## src/rtl/hazard_pkg.sv

```systemverilog
// ============================================================================
// Module  : hazard_pkg
// Purpose : Shared types and constants for the pipeline hazard controller.
//           Holds the sequencer state encoding, the hard-wired zero register
//           index and the default register-index width.
// Ports   : none (package)
// Config  : none
// Revision: 1.0  initial release
// ============================================================================
`default_nettype none

package hazard_pkg;

  // Default register index width for the 16-bit five-stage core
  localparam int REG_W_DEFAULT = 3;

  // Register 0 is hard-wired to zero and can never create a data hazard
  localparam int REG_ZERO = 0;

  typedef enum logic [1:0] {
    ST_RUN       = 2'd0,
    ST_FLUSH     = 2'd1,
    ST_MISS_WAIT = 2'd2,
    ST_FAULT     = 2'd3
  } hz_state_e;

endpackage : hazard_pkg

`default_nettype wire

```

## src/rtl/hazard_cmp.sv

```systemverilog
// ============================================================================
// Module  : hazard_cmp
// Purpose : Purely combinational load-use hazard detector. Flags when the
//           load in EX writes a register the instruction in ID reads.
// Ports   : id_rs, id_rt       - source registers of the ID instruction
//           id_uses_rs/_rt     - ID instruction actually reads rs / rt
//           ex_mem_read        - EX instruction is a load
//           ex_dst             - destination register of the EX instruction
//           load_use           - hazard detected
// Config  : none
// Revision: 1.0  initial release
// ============================================================================
`default_nettype none

module hazard_cmp
  import hazard_pkg::*;
#(
  parameter int REG_W = REG_W_DEFAULT
) (
  input  logic [REG_W-1:0] id_rs,
  input  logic [REG_W-1:0] id_rt,
  input  logic             id_uses_rs,
  input  logic             id_uses_rt,
  input  logic             ex_mem_read,
  input  logic [REG_W-1:0] ex_dst,
  output logic             load_use
);

  logic dst_nonzero;
  logic rs_match;
  logic rt_match;

  assign dst_nonzero = (ex_dst != REG_W'(REG_ZERO));
  assign rs_match    = id_uses_rs && (id_rs == ex_dst);
  assign rt_match    = id_uses_rt && (id_rt == ex_dst);
  assign load_use    = ex_mem_read && dst_nonzero && (rs_match || rt_match);

endmodule : hazard_cmp

`default_nettype wire

```

## src/rtl/pipeline_hazard_ctrl.sv

```systemverilog
// ============================================================================
// Module  : pipeline_hazard_ctrl
// Purpose : Central sequencer for the five-stage core. Produces the PC,
//           IF/ID, ID/EX and EX/MEM load/clear controls for load-use stalls,
//           taken-branch squashes and cache-miss freezes (with timeout fault).
//           Outputs are Mealy: decoded from state plus the current inputs.
// Ports   : clk, rst_n (async, active low)
//           id_rs, id_rt, id_uses_rs, id_uses_rt, ex_mem_read, ex_dst
//           branch_taken, hit
//           pc_write, if_id_write, if_id_flush, id_ex_write, id_ex_bubble,
//           ex_mem_flush, miss_fault
//           stall_cycles, flush_events (only with HAZARD_PERF_CNT_EN)
// Config  : `define HAZARD_PERF_CNT_EN adds saturating performance counters.
// Revision: 1.0  initial release
// ============================================================================
`default_nettype none

module pipeline_hazard_ctrl
  import hazard_pkg::*;
#(
  parameter int REG_W        = REG_W_DEFAULT,
  parameter int FLUSH_CYCLES = 2,
  parameter int MISS_TIMEOUT = 255
) (
  input  logic             clk,
  input  logic             rst_n,
  input  logic [REG_W-1:0] id_rs,
  input  logic [REG_W-1:0] id_rt,
  input  logic             id_uses_rs,
  input  logic             id_uses_rt,
  input  logic             ex_mem_read,
  input  logic [REG_W-1:0] ex_dst,
  input  logic             branch_taken,
  input  logic             hit,
  output logic             pc_write,
  output logic             if_id_write,
  output logic             if_id_flush,
  output logic             id_ex_write,
  output logic             id_ex_bubble,
  output logic             ex_mem_flush,
`ifdef HAZARD_PERF_CNT_EN
  output logic [15:0]      stall_cycles,
  output logic [15:0]      flush_events,
`endif
  output logic             miss_fault
);

  localparam logic [2:0] FLUSH_INIT = 3'(FLUSH_CYCLES - 1);
  localparam logic [8:0] MISS_LIMIT = 9'(MISS_TIMEOUT);

  hz_state_e  state, state_nxt;
  logic [7:0] miss_cnt, miss_cnt_nxt;
  logic [2:0] flush_cnt, flush_cnt_nxt;
  logic [8:0] miss_inc;
  logic       load_use;
  logic       run_rules;
  logic       enter_miss;
  logic       freeze;
  logic       branch_evt;

  hazard_cmp #(
    .REG_W (REG_W)
  ) u_cmp (
    .id_rs       (id_rs),
    .id_rt       (id_rt),
    .id_uses_rs  (id_uses_rs),
    .id_uses_rt  (id_uses_rt),
    .ex_mem_read (ex_mem_read),
    .ex_dst      (ex_dst),
    .load_use    (load_use)
  );

  // Widened so the comparison against a limit of 255 cannot wrap
  assign miss_inc = {1'b0, miss_cnt} + 9'd1;

  always_ff @(posedge clk or negedge rst_n) begin
    if (!rst_n) begin
      state     <= ST_RUN;
      miss_cnt  <= '0;
      flush_cnt <= '0;
    end else begin
      state     <= state_nxt;
      miss_cnt  <= miss_cnt_nxt;
      flush_cnt <= flush_cnt_nxt;
    end
  end

  always_comb begin
    state_nxt     = state;
    miss_cnt_nxt  = miss_cnt;
    flush_cnt_nxt = flush_cnt;
    pc_write      = 1'b1;
    if_id_write   = 1'b1;
    if_id_flush   = 1'b0;
    id_ex_write   = 1'b1;
    id_ex_bubble  = 1'b0;
    ex_mem_flush  = 1'b0;
    miss_fault    = 1'b0;
    run_rules     = 1'b0;
    enter_miss    = 1'b0;
    freeze        = 1'b0;
    branch_evt    = 1'b0;

    case (state)
      ST_RUN: begin
        run_rules = 1'b1;
      end
      ST_FLUSH: begin
        if (!hit) begin
          // A miss wins over the squash; leftover flush count is dropped
          enter_miss = 1'b1;
        end else begin
          // Any branch seen here belongs to a squashed instruction
          if_id_flush   = 1'b1;
          id_ex_bubble  = 1'b1;
          flush_cnt_nxt = flush_cnt - 3'd1;
          if (flush_cnt <= 3'd1) begin
            state_nxt = ST_RUN;
          end
        end
      end
      ST_MISS_WAIT: begin
        if (hit) begin
          // Miss resolved: this same cycle is handled exactly like RUN
          run_rules    = 1'b1;
          miss_cnt_nxt = '0;
          state_nxt    = ST_RUN;
        end else begin
          freeze       = 1'b1;
          miss_cnt_nxt = miss_inc[7:0];
          if (miss_inc >= MISS_LIMIT) begin
            state_nxt = ST_FAULT;
          end
        end
      end
      ST_FAULT: begin
        freeze     = 1'b1;
        miss_fault = 1'b1;
      end
      default: begin
        state_nxt = ST_RUN;
      end
    endcase

    if (run_rules) begin
      if (!hit) begin
        enter_miss = 1'b1;
      end else if (branch_taken) begin
        if_id_flush   = 1'b1;
        id_ex_bubble  = 1'b1;
        ex_mem_flush  = 1'b1;
        branch_evt    = 1'b1;
        flush_cnt_nxt = FLUSH_INIT;
        state_nxt     = (FLUSH_CYCLES <= 1) ? ST_RUN : ST_FLUSH;
      end else if (load_use) begin
        // Hold PC and IF/ID, let ID/EX load a bubble behind the load
        pc_write     = 1'b0;
        if_id_write  = 1'b0;
        id_ex_bubble = 1'b1;
      end
    end

    if (enter_miss) begin
      freeze        = 1'b1;
      miss_cnt_nxt  = 8'd1;
      flush_cnt_nxt = '0;
      state_nxt     = (MISS_TIMEOUT <= 1) ? ST_FAULT : ST_MISS_WAIT;
    end

    if (freeze) begin
      pc_write     = 1'b0;
      if_id_write  = 1'b0;
      id_ex_write  = 1'b0;
      if_id_flush  = 1'b0;
      id_ex_bubble = 1'b0;
      ex_mem_flush = 1'b0;
    end

    // While reset is held the outputs show their reset values regardless
    // of the Mealy decode of the live inputs
    if (!rst_n) begin
      pc_write     = 1'b1;
      if_id_write  = 1'b1;
      if_id_flush  = 1'b0;
      id_ex_write  = 1'b1;
      id_ex_bubble = 1'b0;
      ex_mem_flush = 1'b0;
      miss_fault   = 1'b0;
      branch_evt   = 1'b0;
    end
  end

`ifdef HAZARD_PERF_CNT_EN
  always_ff @(posedge clk or negedge rst_n) begin
    if (!rst_n) begin
      stall_cycles <= '0;
      flush_events <= '0;
    end else begin
      if (!pc_write && (stall_cycles != 16'hFFFF)) begin
        stall_cycles <= stall_cycles + 16'd1;
      end
      if (branch_evt && (flush_events != 16'hFFFF)) begin
        flush_events <= flush_events + 16'd1;
      end
    end
  end
`else
  // Counters absent; the branch event strobe has no consumer
  logic unused_branch_evt;
  assign unused_branch_evt = branch_evt;
`endif

endmodule : pipeline_hazard_ctrl

`default_nettype wire

```

## config.mk

```make
export PLATFORM = sky130hd
export DESIGN_NAME = pipeline_hazard_ctrl
export DESIGN_NICKNAME = d
export VERILOG_FILES = /design/src/rtl/hazard_pkg.sv /design/src/rtl/hazard_cmp.sv /design/src/rtl/pipeline_hazard_ctrl.sv
export SDC_FILE = /design/constraint.sdc
export NUM_CORES = 1
export LEC_CHECK = 0
export CAP_MARGIN = 15
export CORE_MARGIN = 8
export CORE_UTILIZATION = 53
export DETAILED_ROUTE_END_ITERATION = 6
export DONT_BUFFER_PORTS = 1
export PLACE_DENSITY_LB_ADDON = 0.15
export SETUP_SLACK_MARGIN = 0.1
export SLEW_MARGIN = 25
export SYNTH_ARGS = -nofsm -noshare
export SYNTH_HDL_FRONTEND = slang
export SYNTH_SLANG_ARGS = --single-unit
export TNS_END_PERCENT = 1
```

## constraint.sdc

```tcl
create_clock -name clk -period 4.9 [get_ports clk]
set_clock_uncertainty 0.05 [all_clocks]
set_input_delay 0.49 -clock clk [delete_from_list [all_inputs] [get_ports clk]]
set_output_delay 0.49 -clock clk [all_outputs]
set_load 0.01 [all_outputs]
```

==> impl_results.rst, run 1 <==
.. list-table::
   :header-rows: 1

   * - Metric
     - Value
   * - Ratio of cells with drive above 1 in the final layout
     - roughly 4.7%
   * - CP max stage cell
     - sky130_fd_sc_hd__dfrtp_1
   * - Y dimension of the die
     - about 60 um
   * - Horiz. Die Dim
     - between 50 and 60 um
   * - Number of buffer and inverter instances along the worst setup path
     - 1
   * - Final weighted congestion in routability-driven placement
     - about 0.86
   * - Number of DRC markers after the initial detailed-route iteration
     - 25
   * - Via count of the first global-routing pass
     - between 900 and 1k
   * - Global router's overall resource usage
     - 14.3%
   * - Result of the run
     - finished, final reports clean
   * - Switching power of the nets
     - roughly 0.22 mW
   * - Via/cell ratio
     - between 5 and 6
   * - Fraction of synthesized cell area taken by the top area cell type
     - a little under a third
   * - Number of CTS-inserted buffers
     - 3
   * - Critical Path, Cell by Cell
     - inv_1 > ha_1 > nor3_1 > o21bai_1 > o21ai_1
   * - Length of routed met3 wiring
     - approximately 75 um
   * - Min-Delay Path Class
     - in2reg
   * - Period minus WS final
     - roughly 2.4 ns
   * - Most frequent cell after synthesis
     - sky130_fd_sc_hd__dfrtp_1
   * - Library cell occupying the most area in the post-synthesis netlist
     - sky130_fd_sc_hd__dfrtp_1
   * - Achievable Freq
     - a little over 400 MHz
   * - Vias after detailed routing
     - just over 900
   * - Yosys warning count
     - 0
   * - Flip-flop and latch area
     - 325 um2
   * - Number of cells on the worst reg-to-reg path
     - 7
   * - Area of the die
     - approximately 0.0036 mm2
   * - Final worst-path cycle share
     - 49.8%
   * - Final total negative setup slack
     - 0 ns
   * - Startpoint class of the critical path
     - register
   * - Headroom to the max-slew limit
     - roughly three fifths
   * - Required time of the worst setup path
     - roughly 4.4 ns
   * - Crit Path Max Fanout
     - 10
   * - Hold Crit Depth
     - 1
   * - Area growth from synthesis to layout
     - 4.66%
   * - Clock Root Buffer
     - sky130_fd_sc_hd__clkbuf_4
   * - Internal portion of total power
     - 0.253 mW
   * - Number of port buffers
     - 0
   * - Post-synthesis net count
     - 150
   * - Maximum number of buffers from clock root to sink
     - 2
   * - Main flop type after synthesis
     - sky130_fd_sc_hd__dfrtp_1
   * - Average routed wire per standard cell
     - between 10 and 15 um
   * - Length of the first detailed-routing pass in iterations
     - 4
   * - Core region area
     - between 0.0015 and 0.002 mm2
   * - Highest cell delay on the worst timing path
     - about 0.48 ns
   * - Clock share of power
     - between 10% and 20%
   * - Commonest cells in the synthesized netlist
     - 13 x sky130_fd_sc_hd__dfrtp_1, 12 x sky130_fd_sc_hd__nand2_1, 12 x sky130_fd_sc_hd__nor2_1
   * - Row count
     - 16
   * - Post-detailed-placement half-perimeter wirelength
     - around 1800 um
   * - Resized Gates After CTS
     - 0
   * - Met1 WL
     - 973 um
   * - WHS
     - roughly 0.23 ns
   * - Routed length on met2
     - 1220 um
   * - End point of the worst hold path
     - flush_cnt[1]
   * - Combinational fraction of design power
     - approximately 49%
   * - Diode insertion count for antenna repair
     - 0
   * - Distinct cell type count of the synthesized netlist
     - 33
   * - Final count of hold timing violations
     - 0
   * - Number of routed nets with antenna violations
     - 0
   * - Clk Latency, worst-skew pair
     - approximately 0.29 ns
   * - Post-CTS Setup Inserts
     - 0
   * - Origin of the worst min-delay path
     - branch_taken
   * - Average cell area after synthesis
     - ~8 um2
   * - Post-route DRC
     - 0
   * - Capture instance of the worst register-to-register path
     - miss_cnt[5]
   * - H-tree depth
     - 1
   * - Congestion Overflow GR
     - 0
   * - Highest Signal Layer
     - met4
   * - Post-layout nets
     - 152
   * - Areal power density over the cells
     - ~450 mW/mm2
   * - Post-synth EDFFs
     - 0
   * - Switch share
     - between 40% and 50%
   * - Async set-or-reset flop fraction in the synthesized netlist
     - between 90% and 100%
   * - Pins over their slew limit
     - 0
   * - Gate Count Post-Synth
     - roughly 130
   * - Worst setup slack for register-to-register paths
     - around 2.8 ns
   * - IR Drop Worst-Case VDD
     - 0.242 mV
   * - Final-report setup violation count
     - 0
   * - DRT Wirelength
     - roughly 2300 um
   * - Class of the most critical setup path
     - reg2out
   * - Largest net degree at the start of global routing
     - 14
   * - Data arrival time of the critical path
     - 1.90 ns
   * - Number of I/O pins
     - 23
   * - Count of fill cells added during filler insertion
     - about 200
   * - Leakage power total
     - between 0.4 and 0.5 nW
   * - Number of maximum-capacitance constraint violations
     - 0
   * - TritonCTS clock tree
     - yes
   * - Critical R2R Launch
     - state[1]
   * - Worst-margin pin slew
     - 0.614 ns
   * - Critical Path Sink Type
     - output port
   * - Antenna violations before repair
     - 0
   * - Clock slew seen by the registers of the worst setup and hold paths
     - approximately 0.090 ns
   * - Leading post-synthesis cells by cell area
     - sky130_fd_sc_hd__dfrtp_1 32%, sky130_fd_sc_hd__ha_1 9.8%, sky130_fd_sc_hd__xnor2_1 6.0%, sky130_fd_sc_hd__a21oi_1 5.4%, sky130_fd_sc_hd__nand2_1 4.4%
   * - Multi-input gate area in the final layout
     - between 600 and 700 um2
   * - CTS Sinks
     - 13
   * - Post-synthesis instance area
     - about 0.001 mm2
   * - Post-CTS Hold Buffers
     - 1
   * - RSZ-0062 raised after global routing
     - false
   * - Initial cell density of the core
     - between 50 and 60%
   * - Cell class contributing the biggest share of worst-path delay
     - compound AO/OA/AOI/OAI gates
   * - Sequential share of the synthesized area
     - a little under a third
   * - Wire length of the first global-routing pass
     - between 3000 and 4000 um
   * - Sequential share of power
     - a little over a third
   * - Synth Register Bits
     - 13
-- power groups by stage --
stage	registers (mW)	logic, mW	clock network, mW
finish	0.169	0.234	0.0726
global route	0.174	0.268	0.0781
CTS	0.169	0.234	0.0726
detailed placement	0.171	0.229	0
global placement	0.169	0.225	0
floorplan	0.163	0.190	0
-- cells by family (layout without fill, tap and decap cells) --
| family | count (synthesis) | count (layout) | synth area share, % |
|---|---|---|---|
| fa+ha+maj | 8 | 8 | 9.82 |
| buf+inv | 12 | 13 | 5.15 |
| compound gates | 40 | 40 | 24.3 |
| flops | 13 | 13 | 31.9 |
| simple gates | 43 | 43 | 20.2 |
| xor+xnor | 10 | 10 | 8.59 |
-- metrics by stage --
step | instance area [um2] | util, % | setup slack, ns | instances | power (mW)
after floorplan | 1020 | - | 2.79 | 126 | 0.353
after global routing | 1070 | 56.7 | 2.22 | 154 | 0.520
after detailed placement | 1030 | 54.8 | 2.78 | 149 | 0.400
after CTS | 1070 | 56.7 | 2.46 | 154 | 0.475
final | 1070 | 56.7 | 2.46 | 154 | 0.475
after global placement | 1030 | 54.8 | 2.84 | 149 | 0.394
-- routing by layer --
metal  track usage (%)  vias to the layer above
met5                 0                        -
met3              2.58                        4
li1                  -                      451
met1              16.1                      432
met4              5.78                        0
met2              25.7                       19
-- state kept, by name, summed over array words and instances, names as in the netlist --
register   cells
flush_cnt      3
miss_cnt       8
state          2
-- placed cells by master (no fill, tap or decap) --
master	n
sky130_fd_sc_hd__dfrtp_1	13
sky130_fd_sc_hd__nor2_1	12
sky130_fd_sc_hd__nand2_1	12
sky130_fd_sc_hd__a21oi_1	11
sky130_fd_sc_hd__ha_1	8
sky130_fd_sc_hd__inv_1	7
sky130_fd_sc_hd__nand3_1	7
sky130_fd_sc_hd__o21ai_1	7
sky130_fd_sc_hd__o21ai_0	7
sky130_fd_sc_hd__xnor2_1	7
sky130_fd_sc_hd__o31ai_1	4
sky130_fd_sc_hd__nand4_1	3
sky130_fd_sc_hd__xor2_1	3
sky130_fd_sc_hd__a31oi_1	3
sky130_fd_sc_hd__clkbuf_4	3
sky130_fd_sc_hd__and2_1	2
sky130_fd_sc_hd__nand2_2	1
sky130_fd_sc_hd__or3_4	1
sky130_fd_sc_hd__or3_1	1
sky130_fd_sc_hd__a2111oi_2	1
sky130_fd_sc_hd__nor4_1	1
sky130_fd_sc_hd__o21ba_1	1
sky130_fd_sc_hd__o211ai_1	1
sky130_fd_sc_hd__a22oi_1	1
sky130_fd_sc_hd__nor3_1	1
sky130_fd_sc_hd__o21bai_1	1
sky130_fd_sc_hd__and3b_1	1
sky130_fd_sc_hd__clkinv_1	1
sky130_fd_sc_hd__and3_1	1
sky130_fd_sc_hd__o41ai_1	1
sky130_fd_sc_hd__a32o_1	1
sky130_fd_sc_hd__a21o_1	1
sky130_fd_sc_hd__clkbuf_1	1
sky130_fd_sc_hd__dlygate4sd3_1	1
-- layout make-up --
type | count | area share, %
sequential | 13 | 30.5
tap | 27 | 3.17
multi-input combinational | 101 | 60.1
clock buffer | 4 | 2.46
inverter | 8 | 2.81
timing repair buffer | 1 | 0.938
-- worst max-delay path by stage --
stage                   from            to  slack (ns)  cells after the start
floorplan           state[1]      pc_write        2.79                      7
finish              state[1]   if_id_write        2.46                      5
global route        state[1]  id_ex_bubble        2.22                      7
global placement    state[1]      pc_write        2.84                      5
detailed placement  state[1]      pc_write        2.78                      5
CTS                 state[1]      pc_write        2.46                      5
No activity file was read; power rests on OpenSTA's default activity.
==> run 2, diff against run 1 <==
Clock period 4.9 ns to 2.4 ns, I/O delays scaled along.
==> run 2 against run 1 <==
  * Clock power is 94% higher
  * Clock-buffer cell count stayed put
  * Die area stayed put
  * Hold slack worse by 0.12 ns
  * First-iteration DRC count is 12% higher
  * Combinational power is 110% higher
  * Setup slack worse by 2.2 ns
  * Register-to-register slack worse by 2.4 ns
  * Flip-flop and latch count stayed put
  * Critical endpoint unchanged
  * Largest power group unchanged
==> impl_results.rst, run 2 (synthesis results as in run 1) <==
.. list-table::
   :header-rows: 1

   * - Metric
     - Value
   * - Top library cells by usage in the layout, fill and taps aside
     - 12 x sky130_fd_sc_hd__nor2_1, 12 x sky130_fd_sc_hd__nand2_1, 12 x sky130_fd_sc_hd__dfrtp_1, 11 x sky130_fd_sc_hd__a21oi_1, 8 x sky130_fd_sc_hd__ha_1 (was 13 x sky130_fd_sc_hd__dfrtp_1, 12 x sky130_fd_sc_hd__nor2_1, 12 x sky130_fd_sc_hd__nand2_1, 11 x sky130_fd_sc_hd__a21oi_1, 8 x sky130_fd_sc_hd__ha_1)
   * - Row count
     - 16 (unchanged)
   * - Area of the die
     - 0.00358 mm2 (unchanged)
   * - Worst-margin pin slew
     - 0.609 ns (was 0.614 ns)
   * - Length of the first detailed-routing pass in iterations
     - 4 (unchanged)
   * - Diode insertion count for antenna repair
     - 0 (unchanged)
   * - Initial cell density of the core
     - 54.2% (unchanged)
   * - Clock slew seen by the registers of the worst setup and hold paths
     - 0.09 ns (about the same)
   * - Highest cell delay on the worst timing path
     - 0.44 ns (was 0.48 ns)
   * - Core region area
     - 0.00188 mm2 (unchanged)
   * - Final worst-path cycle share
     - between 80% and 90%
   * - Data arrival time of the critical path
     - 1.82 ns (was 1.90 ns)
   * - Ratio of cells with drive above 1 in the final layout
     - 6.20% (was 4.72%)
   * - Worst slack after detailed placement
     - 0.385 ns (was 2.78 ns)
   * - Biggest register
     - miss_cnt (unchanged)
   * - Setup slack after layout
     - 0.288 ns (was 2.46 ns)
   * - Crit Path Max Fanout
     - 10 (unchanged)
   * - Period minus WS final
     - between 2 and 2.5 ns
   * - Final-report setup violation count
     - 0 (unchanged)
   * - CP max stage cell
     - sky130_fd_sc_hd__dfrtp_2 (was sky130_fd_sc_hd__dfrtp_1)
   * - Via/cell ratio
     - 5.59 (was 5.88)
   * - Pins over their slew limit
     - 0 (unchanged)
   * - Clock Root Buffer
     - sky130_fd_sc_hd__clkbuf_4 (unchanged)
   * - Count of fill cells added during filler insertion
     - 202 (was 198)
   * - Startpoint class of the critical path
     - register (unchanged)
   * - Headroom to the max-slew limit
     - 59.2% (was 58.9%)
   * - Min-Delay Path Class
     - in2reg (unchanged)
   * - Required time of the worst setup path
     - 2.11 ns (was 4.36 ns)
   * - Critical Path, Cell by Cell
     - inv_1 > ha_1 > nor3_1 > o21bai_1 > o21ai_1 (unchanged)
   * - Post-detailed-placement half-perimeter wirelength
     - 1750 um (was 1760 um)
   * - Vias after detailed routing
     - 872 (was 906)
   * - Leakage power total
     - 0.466 nW (was 0.458 nW)
   * - Horiz. Die Dim
     - 59.9 um (unchanged)
   * - Critical Path Sink Type
     - output port (unchanged)
   * - Power after layout
     - 0.982 mW (was 0.475 mW)
   * - Number of buffer and inverter instances along the worst setup path
     - 1 (unchanged)
   * - Class of the most critical setup path
     - reg2out (unchanged)
   * - Number of port buffers
     - 0 (unchanged)
   * - Wire length of the first global-routing pass
     - 4050 um (was 3970 um)
   * - Global router's overall resource usage
     - 14.5% (was 14.3%)
   * - Number of maximum-capacitance constraint violations
     - 0 (unchanged)
   * - DRT Wirelength
     - 2240 um (was 2290 um)
   * - Congestion Overflow GR
     - 0 (unchanged)
   * - Number of CTS-inserted buffers
     - 3 (unchanged)
   * - Post-CTS Setup Inserts
     - 0 (unchanged)
   * - Final weighted congestion in routability-driven placement
     - 0.893 (was 0.860)
   * - Post-layout nets
     - 154 (was 152)
   * - Final count of hold timing violations
     - 0 (unchanged)
   * - Number of flip-flops under the largest register name
     - 8 (unchanged)
   * - Result of the run
     - finished, final reports clean (unchanged)
   * - H-tree depth
     - 1 (unchanged)
   * - Area growth from synthesis to layout
     - 6.50% (was 4.66%)
   * - Cell class contributing the biggest share of worst-path delay
     - compound AO/OA/AOI/OAI gates (unchanged)
   * - CTS Sinks
     - 13 (unchanged)
   * - RSZ-0062 raised after global routing
     - true (was false)
   * - Number of DRC markers after the initial detailed-route iteration
     - 28 (was 25)
   * - Total placed cells including tap cells
     - 150 (was 149)
   * - Via count of the first global-routing pass
     - 908 (was 919)
   * - IR Drop Worst-Case VDD
     - 0.480 mV (was 0.242 mV)
   * - Top flop regs
     - miss_cnt: 8 flops, flush_cnt: 3 flops, state: 2 flops (unchanged)
   * - Areal power density over the cells
     - 904 mW/mm2 (was 445 mW/mm2)
   * - Antenna violations before repair
     - 0 (unchanged)
   * - Y dimension of the die
     - 59.9 um (unchanged)
   * - Largest net degree at the start of global routing
     - 14 (unchanged)
   * - Post-route DRC
     - 0 (unchanged)
   * - Maximum number of buffers from clock root to sink
     - 2 (unchanged)
   * - Number of I/O pins
     - 23 (unchanged)
   * - Number of routed nets with antenna violations
     - 0 (unchanged)
   * - Achievable Freq
     - roughly 470 MHz
   * - TritonCTS clock tree
     - yes (unchanged)
   * - Clk Latency, worst-skew pair
     - 0.28 ns (was 0.29 ns)
   * - Average routed wire per standard cell
     - 14.4 um (was 14.9 um)
   * - Number of standard cells in the final layout excluding fillers
     - 156 (was 154)
   * - WHS
     - 0.105 ns (was 0.227 ns)
   * - Final total negative setup slack
     - 0 ns (unchanged)
-- run 2: final timing paths --
check	end	slack, ns	cells past startpoint	startpoint
min in group asynchronous	miss_cnt[6]	0.35	1	rst_n
max in group asynchronous	state[1]	1.52	1	rst_n
max	if_id_write	0.29	5	state[1]
min	miss_cnt[0]	0.10	3	hit
max reg2reg	state[0]	0.38	7	state[0]
min reg2reg	miss_cnt[5]	0.49	1	miss_cnt[5]
-- run 2: repair_timing --
item,4_1_cts,5_1_grt
resized for setup,0,1
endpoints found under the hold margin,14,0
endpoints found under the setup margin,0,5
hold buffers,2,0
-- run 2: metrics by stage --
step | instance area (um2) | utilization, %
5_1_grt | 1090 | 57.7
2_1_floorplan | 1020 | -
3_3_place_gp | 1040 | 55.2
4_1_cts | 1080 | 57.6
6_report | 1090 | 57.7
3_5_place_dp | 1040 | 55.2
-- run 2: layout make-up --
| type | instances | area (um2) | share of cell area (%) |
|---|---|---|---|
| Clock buffer | 4 | 26.3 | 2.42 |
| Inverter | 8 | 30.0 | 2.76 |
| Multi-Input combinational cell | 101 | 642 | 59.1 |
| Sequential cell | 13 | 327 | 30.1 |
| Tap cell | 27 | 33.8 | 3.11 |
| Timing Repair Buffer | 3 | 27.5 | 2.53 |
-- run 2: where the power goes --
part | total [mW] | internal [mW] | switching [mW]
clock network | 0.141 | 0.0644 | 0.0768
registers | 0.347 | 0.276 | 0.0708
logic | 0.494 | 0.196 | 0.297
total | 0.982 | 0.537 | 0.445
-- run 2: worst register-to-register path, stage by stage, from the launching register on --
cell,delay (ns)
sky130_fd_sc_hd__dfrtp_1,0.45
sky130_fd_sc_hd__inv_1,0.10
sky130_fd_sc_hd__ha_1,0.31
sky130_fd_sc_hd__nand2_1,0.07
sky130_fd_sc_hd__or3_1,0.36
sky130_fd_sc_hd__a2111oi_2,0.35
sky130_fd_sc_hd__a21oi_1,0.14
sky130_fd_sc_hd__a31oi_1,0.13
-- run 2: routing by layer --
layer | global-route usage [%] | share of wire [%] | vias to the layer above
met3 | 3.01 | 2.5 | 5
li1 | - | - | 452
met4 | 5.10 | 1.2 | 0
met5 | 0 | 0 | -
met2 | 24.8 | 50 | 12
met1 | 17.2 | 46 | 403
